### config.mk
export PLATFORM = sky130hd
export DESIGN_NAME = motor_pwm_drv
export DESIGN_NICKNAME = d
export VERILOG_FILES = /design/src/rtl/motor_pwm_drv.sv
export SDC_FILE = /design/constraint.sdc
export NUM_CORES = 1
export LEC_CHECK = 0
export CAP_MARGIN = 5
export CORE_AREA = 2 2 85 67
export CTS_CLUSTER_DIAMETER = 100
export DETAILED_ROUTE_END_ITERATION = 16
export DIE_AREA = 0 0 87 69
export PLACE_DENSITY = 0.72
export SLEW_MARGIN = 30
export SYNTH_ARGS = -nofsm -noshare
export SYNTH_HDL_FRONTEND = slang
export SYNTH_SLANG_ARGS = --single-unit
### constraint.sdc
create_clock -name clk -period 2 [get_ports clk]
set_clock_uncertainty 0.15 [all_clocks]
set_input_delay 0.4 -clock clk [delete_from_list [all_inputs] [get_ports clk]]
set_output_delay 0.4 -clock clk [all_outputs]
set_load 0.02 [all_outputs]
### src/rtl/motor_pwm_drv.sv
// Dual-channel motor PWM driver: per-period command sampling, sign/magnitude
// split, one dead period on every direction reversal, go gating.

module motor_pwm_ch #(
    parameter int PERIOD_BITS = 10
) (
    input  logic                   clk,
    input  logic                   rst,
    input  logic                   go,
    input  logic                   smp,
    input  logic [PERIOD_BITS-1:0] cnt,
    input  logic [10:0]            cmd,
    output logic                   pwm,
    output logic                   dir
);
    localparam int CW = (PERIOD_BITS > 10) ? PERIOD_BITS : 10;

    logic [10:0] neg;
    logic [9:0]  mag;
    logic [9:0]  duty_q, duty_d;
    logic        dir_q, dir_d;
    logic        pwm_q, pwm_d;

    always_comb begin
        neg = ~cmd + 11'd1;
        if (cmd == 11'h400)
            mag = 10'h3ff;
        else if (cmd[10])
            mag = neg[9:0];
        else
            mag = cmd[9:0];

        duty_d = duty_q;
        dir_d  = dir_q;
        if (!go) begin
            duty_d = '0;
        end else if (smp) begin
            if (mag == '0) begin
                duty_d = '0;
            end else if (cmd[10] == dir_q) begin
                duty_d = mag;
            end else begin
                // reversal: idle for one full period before driving the new way
                duty_d = '0;
                dir_d  = cmd[10];
            end
        end

        pwm_d = go && (CW'(cnt) < CW'(duty_q));
    end

    always_ff @(posedge clk) begin
        if (rst) begin
            duty_q <= '0;
            dir_q  <= 1'b0;
            pwm_q  <= 1'b0;
        end else begin
            duty_q <= duty_d;
            dir_q  <= dir_d;
            pwm_q  <= pwm_d;
        end
    end

    assign pwm = pwm_q;
    assign dir = dir_q;
endmodule

module motor_pwm_drv #(
    parameter int PERIOD_BITS = 10
) (
    input  logic               clk,
    input  logic               rst,
    input  logic               go,
    input  logic signed [10:0] lft,
    input  logic signed [10:0] rht,
    output logic               PWM_lft,
    output logic               PWM_rht,
    output logic               dir_lft,
    output logic               dir_rht,
    output logic               prd_strt
);
    localparam logic [PERIOD_BITS-1:0] CNT_MAX = '1;

    logic [PERIOD_BITS-1:0] cnt_q, cnt_d;
    logic                   prd_strt_q, prd_strt_d;
    logic                   smp;
    logic [1:0][10:0]       cmd;
    logic [1:0]             pwm, dir;

    always_comb begin
        smp        = (cnt_q == CNT_MAX);
        cnt_d      = cnt_q + PERIOD_BITS'(1);
        prd_strt_d = smp;
    end

    always_ff @(posedge clk) begin
        if (rst) begin
            cnt_q      <= '0;
            prd_strt_q <= 1'b0;
        end else begin
            cnt_q      <= cnt_d;
            prd_strt_q <= prd_strt_d;
        end
    end

    assign cmd = {rht, lft};

    for (genvar i = 0; i < 2; i++) begin : g_ch
        motor_pwm_ch #(.PERIOD_BITS(PERIOD_BITS)) u_ch (
            .clk (clk),
            .rst (rst),
            .go  (go),
            .smp (smp),
            .cnt (cnt_q),
            .cmd (cmd[i]),
            .pwm (pwm[i]),
            .dir (dir[i])
        );
    end

    assign PWM_lft  = pwm[0];
    assign PWM_rht  = pwm[1];
    assign dir_lft  = dir[0];
    assign dir_rht  = dir[1];
    assign prd_strt = prd_strt_q;
endmodule
* Word level (Yosys, flattened, before mapping) *
Cells that the tools add are included.
W data, S select, Z words.

word-level totals
  register bits after elaboration = 35
  input port bits = 25
  word-level logic and storage cells = 40

cells by class
  bitwise operators = 7
  mux-type cells = 8
  add/subtract/negate cells = 3
  reductions and logical operators = 7
  eq/ne operators = 5
  $lt $le $gt $ge = 2

operator list
  kind                     count
  $mux W10                 8
  $add A10 B1 Y10 const B  3
  $eq A11 B11 Y1 const B   2
  $logic_not A10 Y1        2
  $lt A10 B10 Y1           2
  $not A10 Y10             2
  $eq A10 B10 Y1 const B   1
  $reduce_and A4 Y1        2
  $not A1 Y1               5
  $eq A1 B1 Y1             2
  $logic_and A1 B1 Y1      2
  $reduce_or A2 Y1         1

* Longest topological paths before layout *
Gate-level depths: netlist of run 1.

  depth in word-level cells = 7
  depth in mapped cells = 8

* By module *
From an unflattened synthesis of run 1, not the netlist that was laid out.

unflattened totals
  cells, all modules = 314
  area total of the unflattened synthesis = 2573.7 um2

by module, submodules not included
  module         cells each  area an instance (um2)  times used
  motor_pwm_ch   133         1056.0                  2
  motor_pwm_drv  48          461.7                   1

* Worst setup path after synthesis of run 1 *
No wires, ideal clock.

  path kind = input port to flip-flop
  from = in lft[2]
  to = reg g_ch[0].u_ch.dir_q
  data required time = 1733 ps
  data arrival time = 1978 ps
  stages = 7
  setup slack = -245 ps
  library setup time = 117 ps
  cells stage by stage = buf_2 > nor4_2 > and3_1 > mux2_2 > nor4b_1 > mux2i_1 > nand2_1

between the ends
  longest elaborated chain between the ends = 7

RTL lines
  what                                    RTL line  source
  start, declared                         74        input logic signed [10:0] lft,
  $not A10 Y10                            25        neg = ~cmd + 11'd1;
  $add A10 B1 Y10                         25
  $mux W10                                28        else if (cmd[10])
  $mux W10 (*)                            26        if (cmd == 11'h400)
  $logic_not A10 Y1 (*)                   38        if (mag == '0) begin
  $not A1 Y1 (no source line) (*)         --
  $reduce_and A4 Y1 (no source line) (*)  --
  end signal, assigned                    59        dir_q <= dir_d;
  end, declared                           21        logic dir_q, dir_d;

Every way passes the cells marked *; elsewhere a longest branch is shown, timed or not.
A chain may end at the register's enable or synchronous reset.

* Final worst setup path of run 1 *
  from = in rht[2]
  to = reg g_ch[1].u_ch.dir_q

between the ends
  longest elaborated chain between the ends = 7

RTL lines
  what                                    RTL line  source
  start, declared                         75        input logic signed [10:0] rht,
  $not A10 Y10                            25
  $add A10 B1 Y10                         25
  $mux W10                                28
  $mux W10 (*)                            26
  $logic_not A10 Y1 (*)                   38
  $not A1 Y1 (no source line) (*)         --
  $reduce_and A4 Y1 (no source line) (*)  --
  end signal, assigned                    59
  end, declared                           21

Marks and branches as above.

==> reports/metrics.yaml, run 1 <==
cp_max_fo: 5
nNetsFinal: 466
min_period_ns: 2.009
clkPwrFrac_pct: 35.9
die-width_microns: 87
required_ns: 2.02
clk_pin_slew_ns: 0.07
io_pins: 30
hold_viol: 0
gp_congestion: 0.8587
cts_buffers: 5
syn_to_final_growth_pct: 46.66
initial_core_util_pct: 49.82
setup_viol: 1
swShare_pct: 27.70
antenna_left: 0
insertion_delay_ns: 0.29
clockBufferDepth: 2
synth_area_sq_mm: 0.002566
clock-sinks: 35
cts_tree: "yes"
cts_root_buf: "clkbuf_8"
power-per-cell-area_mw_per_mm2: 478.5
status: "finished, violations left"
ctsHoldBuffers: 0
grt_pass1_vias: 2781
crit_path_end_kind: "flip-flop"
max-vdd-ir-drop_mv: 0.4373
synth-edff-count: 0
yosysSeqAreaShare_pct: 27.30
yosys.area.top_type_share_pct: 27.30
synth_top_cell_by_area: "dfxtp_1"
p_seq_share_pct: 39.6
max_stage_delay_ns: 0.61
yosysMostFrequentCell: "dfxtp_1"
crit_family: "compound AO/OA/AOI/OAI gates"
core_sq_mm: 0.005151
final.setup.worst_slack_ns: -0.008803
syn-num-nets: 358
post-route-period-util_pct: 100.4
p_comb_share_pct: 24.6
antenna_found_initial: 0
rsz0062_at_grt: "true"
drt-total-wl_mm: 7.898
die_area_sq_mm: 0.006003
place_ws_ns: -0.6908
grt_use_total_pct: 26.48
crit_chain: "buf_2, or4_4, o41ai_4, a21oi_2, a31o_1, a32oi_1, o311ai_1"
cap_violations: 0
grt_max_degree: 13
hold_path.class: "flip-flop to flip-flop"
ys_ff_latch: 35
synth-async-reset-ratio_pct: 0
criticalPathCategory: "primary input to flip-flop"
avgSynthCellArea_sq_um: 8.225
grt_pass1_wl_mm: 12.79
p_int_mw: 1.302
ys.flop_type: "dfxtp_1"
drc: 0
yosys_warnings: 0
arrival_ns: 2.02
synth_common_cells: "35 x dfxtp_1, 33 x nor2_1, 27 x inv_1"
cp_slowest_cell: "or4_4"
synth.distinct_cells: 53
n_antenna_cell: 0
tightestPinTransition_ns: 0.5223
regToRegStartpoint: "cnt_q[3]"
die_h_microns: 69
setup.worst_path.start: "rht[2]"
relSlewSlack_pct: 65.14
yosys-top-cells-area: "dfxtp_1 27%, ha_1 10%, nor2_1 4.8%, inv_1 3.9%, a22o_1 3.8%"
wl_per_cell_microns: 16.35
dp_cells: 464
slew_violations: 0
cts_htree_levels: 2
switchingPower_mw: 0.4988
stdcell_count: 483
min_from: "g_ch[1].u_ch.duty_q[4]"
rows: 23
drive_gt1_share_pct: 34.92
syn_inst: 312
cp_num_buf_inv: 1
max_freq_mhz: 497.8
drt_iter0_markers: 199
overflow: 0
drt-pass1-iter-count: 4
port_buffers: 29
cp-start-kind: "primary input"
p_leak_nw: 1.613
route.vias.total: 2813
dp_hpwl_mm: 5.467
violations: "negative setup slack"
avgViaCountPerCell: 5.824
-- final timing paths --
kind / depth (start not counted) / slack [ns] / endpoint
worst min register to register: 1 / 0.33 / g_ch[1].u_ch.duty_q[4]
worst min-delay path: 1 / 0.33 / g_ch[1].u_ch.duty_q[4]
worst max register to register: 7 / 0.04 / g_ch[1].u_ch.dir
worst max-delay path: 7 / -0.009 / g_ch[1].u_ch.dir
-- through the flow --
step	area (sq um)	TNS (ns)	hold slack, ns	total power, mW	util (%)
detailed placement	3421	-8.923	0.3182	1.113	66.41
global route	3764	-0.3070	0.3600	1.865	73.06
finish	3764	-0.008803	0.3329	1.801	73.06
CTS	3646	-0.07848	0.3370	1.766	70.78
floorplan	2587	-0.4859	0.2937	0.9066	-
global placement	3421	-8.298	0.3129	1.106	66.41
-- flip-flops by register name (all words and copies together) (netlist names) --
signal and cells:
g_ch.u_ch.dir 2, cnt_q 10, g_ch.u_ch.duty_q 20, g_ch.u_ch.pwm 2
prd_strt 1
-- power by group through the flow --
| stage | clock network, mW | registers (mW) | logic, mW |
|---|---|---|---|
| floorplan | 0 | 0.729 | 0.178 |
| global placement | 0 | 0.728 | 0.378 |
| detailed placement | 0 | 0.728 | 0.385 |
| global route | 0.674 | 0.713 | 0.478 |
| CTS | 0.648 | 0.712 | 0.406 |
| finish | 0.646 | 0.712 | 0.442 |
-- layer usage --
layer | GRT usage, % | wire length (microns) | vias to the layer above
met3 | 6.228 | 479 | 14
met4 | 7.813 | 107 | 0
met2 | 39.53 | 3602 | 82
met5 | 0 | 0 | -
met1 | 37.64 | 3709 | 1356
li1 | - | - | 1361
-- logic make-up after synthesis --
group	count (synthesis)	share of synthesized area (%)
AOI/OAI and AO/OA	77	22.14
muxes	5	2.048
and+or+nand+nor	117	25.11
adders and majority gates	21	10.24
DFF	35	27.30
xor gates and xnor gates	18	6.143
buffers and inverters	39	7.021
-- repair_timing --
action,in CTS,in global routing
pin swaps,13,10
setup endpoints to repair,20,15
setup buffers,6,4
gates resized for setup,61,32
gates cloned,1,0
-- final cells by class --
type / instances / area [sq um]
Clock inverter: 3 / 43.79
Sequential cell: 35 / 700.7
Fill cell: 356 / 1388
Tap cell: 62 / 77.57
Timing Repair Buffer: 113 / 869.6
Multi-Input combinational cell: 238 / 1902
Clock buffer: 5 / 68.82
Inverter: 27 / 101.3
-- layout by cell type (no fill, tap or decap), drive strengths merged, types with 3 or more instances in the layout --
cell	instances
buf	90
dfxtp	35
nor2	33
inv	27
nand2	22
ha	21
a21oi	15
a22o	11
xor2	11
clkbuf	10
nand3	9
clkdlybuf4s50	9
a21o	8
o21ai	8
xnor2	7
and4	6
nor2b	6
a211oi	6
nand4	6
nor3	6
nor4b	6
nand2b	5
a31oi	5
a22oi	4
clkdlybuf4s15	4
or2	3
o311ai	3
dlygate4sd2	3
and3	3
mux2i	3
o2111ai	3
o31ai	3
No activity file was read; power rests on OpenSTA's default activity.
==> run 2, diff against run 1 <==
Settings changed: MAX_ROUTING_LAYER from default to met4, PLACE_DENSITY 0.72 to default, PLACE_DENSITY_LB_ADDON from default to 0.08.
==> reports/metrics.yaml, run 2 (synthesized netlist as in run 1, its figures left out) <==
crit_family: "compound AO/OA/AOI/OAI gates"
fillers: 410  # +15%
clock-sinks: 35  # unchanged
antenna_left: 0  # unchanged
drt-total-wl_mm: 7.176  # -9.1%
grt_pass1_vias: 2524  # -9.2%
rsz0062_at_grt: "true"
max_freq_mhz: 502.6  # +0.95%
cts_root_buf: "clkbuf_8"
drt_iter0_markers: 168  # -16%
p_leak_nw: 1.578  # -2.2%
final_common_cell: "buf_4"
power-per-cell-area_mw_per_mm2: 511.4  # +6.9%
initial_core_util_pct: 49.82  # unchanged
mostFrequentLayoutCells: "75 x buf_4, 35 x dfxtp_1, 31 x nor2_1"
status: "finished clean"
drt-pass1-iter-count: 4  # unchanged
tightestPinTransition_ns: 0.4806  # -0.04176 ns
die-width_microns: 87  # unchanged
port_buffers: 29  # unchanged
hold_viol: 0  # unchanged
required_ns: 2.02  # about the same
setup_tns_ns: 0  # +0.008803 ns
multi_input_area_sq_mm: 0.001879  # -1.2%
avgViaCountPerCell: 5.722  # -1.8%
route.vias.total: 2712  # -3.6%
overflow: 0  # unchanged
n_antenna_cell: 0  # unchanged
criticalPathCategory: "primary input to flip-flop"
max-vdd-ir-drop_mv: 0.3413  # -22%
cts_buffers: 5  # unchanged
grt_use_total_pct: 25.23  # -1.2 points
syn_to_final_growth_pct: 44.76
setup_viol: 0  # -1
wl_per_cell_microns: 15.14  # -7.4%
gp_congestion: 0.9111  # +6.1%
cp_num_buf_inv: 1  # unchanged
die_h_microns: 69  # unchanged
antenna_found_initial: 0  # unchanged
cp-start-kind: "primary input"
hold_path.class: "flip-flop to flip-flop"
cap_violations: 0  # unchanged
regMostFlops: "g_ch.u_ch.duty_q"
top_regs: "g_ch.u_ch.duty_q x20, cnt_q x10"
drive_gt1_share_pct: 32.28  # -2.6 points
crit_chain: "buf_6, or4_4, o41ai_4, a21oi_2, a31o_1, a32oi_1, o311ai_1"
clk_pin_slew_ns: 0.07  # about the same
cts_tree: "yes"
cp_max_fo: 5  # unchanged
arrival_ns: 2.01  # about the same
io_pins: 30  # unchanged
grt_max_degree: 13  # unchanged
min_period_ns: 1.990  # -0.01896 ns
regArea_sq_um: 700.7  # unchanged
insertion_delay_ns: 0.29  # about the same
nNetsFinal: 457  # -1.9%
clockBufferDepth: 2  # unchanged
cts_htree_levels: 2  # unchanged
relSlewSlack_pct: 67.74  # +2.6 points
drc: 0  # unchanged
die_area_sq_mm: 0.006003  # unchanged
slew_violations: 0  # unchanged
core_sq_mm: 0.005151  # unchanged
max_stage_delay_ns: 0.59  # -0.02 ns
dp_hpwl_mm: 5.141  # -6.0%
power_mw: 1.900  # +5.5%
largest_reg_flops: 20  # unchanged
post-route-period-util_pct: 99.49  # -0.95 points
cp_slowest_cell: "or4_4"
crit_path_end_kind: "flip-flop"
rows: 23  # unchanged
grt_pass1_wl_mm: 11.88  # -7.1%
## run 2: worst register-to-register path, delay by kind of cell, from the launching register on
kind | cells | cell delay [ns]
flops | 1 | 0.31
compound gates | 1 | 0.22
simple gates | 4 | 1.11
## run 2: layout make-up
class / count / share of cell area, %
Clock buffer: 6 / 1.954
Clock inverter: 2 / 1.617
Inverter: 27 / 2.728
Multi-Input combinational cell: 238 / 50.59
Sequential cell: 35 / 18.86
Tap cell: 62 / 2.088
Timing Repair Buffer: 104 / 22.16
## run 2: stage by stage
stage          hold slack (ns)  cell area [sq um]  instances  utilization, %  setup WS, ns
3_3_place_gp            0.3141               3398        461           65.97       -0.6304
3_5_place_dp            0.3175               3398        461           65.97       -0.6883
6_report                0.3328               3715        474           72.12       0.01016
5_1_grt                 0.3479               3715        474           72.12      -0.05787
4_1_cts                 0.3339               3627        472           70.42      0.006512
2_1_floorplan           0.2937               2587        312               -       -0.1449
## run 2: power breakdown
group          total (mW)  internal [mW]  switching [mW]
sequential          0.713          0.704         0.00938
combinational       0.425          0.222           0.203
clock               0.762          0.498           0.263
total                1.90           1.42           0.476
## run 2: final timing paths
kind                                             start                      to  slack [ns]  cells after the start
worst max-delay path                            rht[3]        g_ch[1].u_ch.dir        0.01                      7
worst min-delay path            g_ch[0].u_ch.duty_q[1]  g_ch[0].u_ch.duty_q[1]        0.33                      1
worst max register to register                cnt_q[3]  g_ch[0].u_ch.duty_q[6]        0.15                      5
worst min register to register  g_ch[0].u_ch.duty_q[1]  g_ch[0].u_ch.duty_q[1]        0.33                      1
## run 2: routing by layer
layer	part of all wire, %	routed length [microns]	global-route usage [%]
met1	50	3618	35.19
met2	43	3121	38.08
met3	5.0	357	4.910
met4	1.1	78	4.861
met5	0	0	-
## run 2: what timing repair did
action / in CTS / in global routing
pin swaps: 12 / 14
setup buffers: 3 / 2
endpoints found under the hold margin: 0 / 0
endpoints found under the setup margin: 22 / 14
hold buffers: 0 / 0
resized for setup: 59 / 25
==> run 3, diff against run 2 <==
Settings changed: CTS_CLUSTER_SIZE from default to 14.
==> results of run 3 <==
The final DEF is identical to that of run 2; final timing and power are the same.
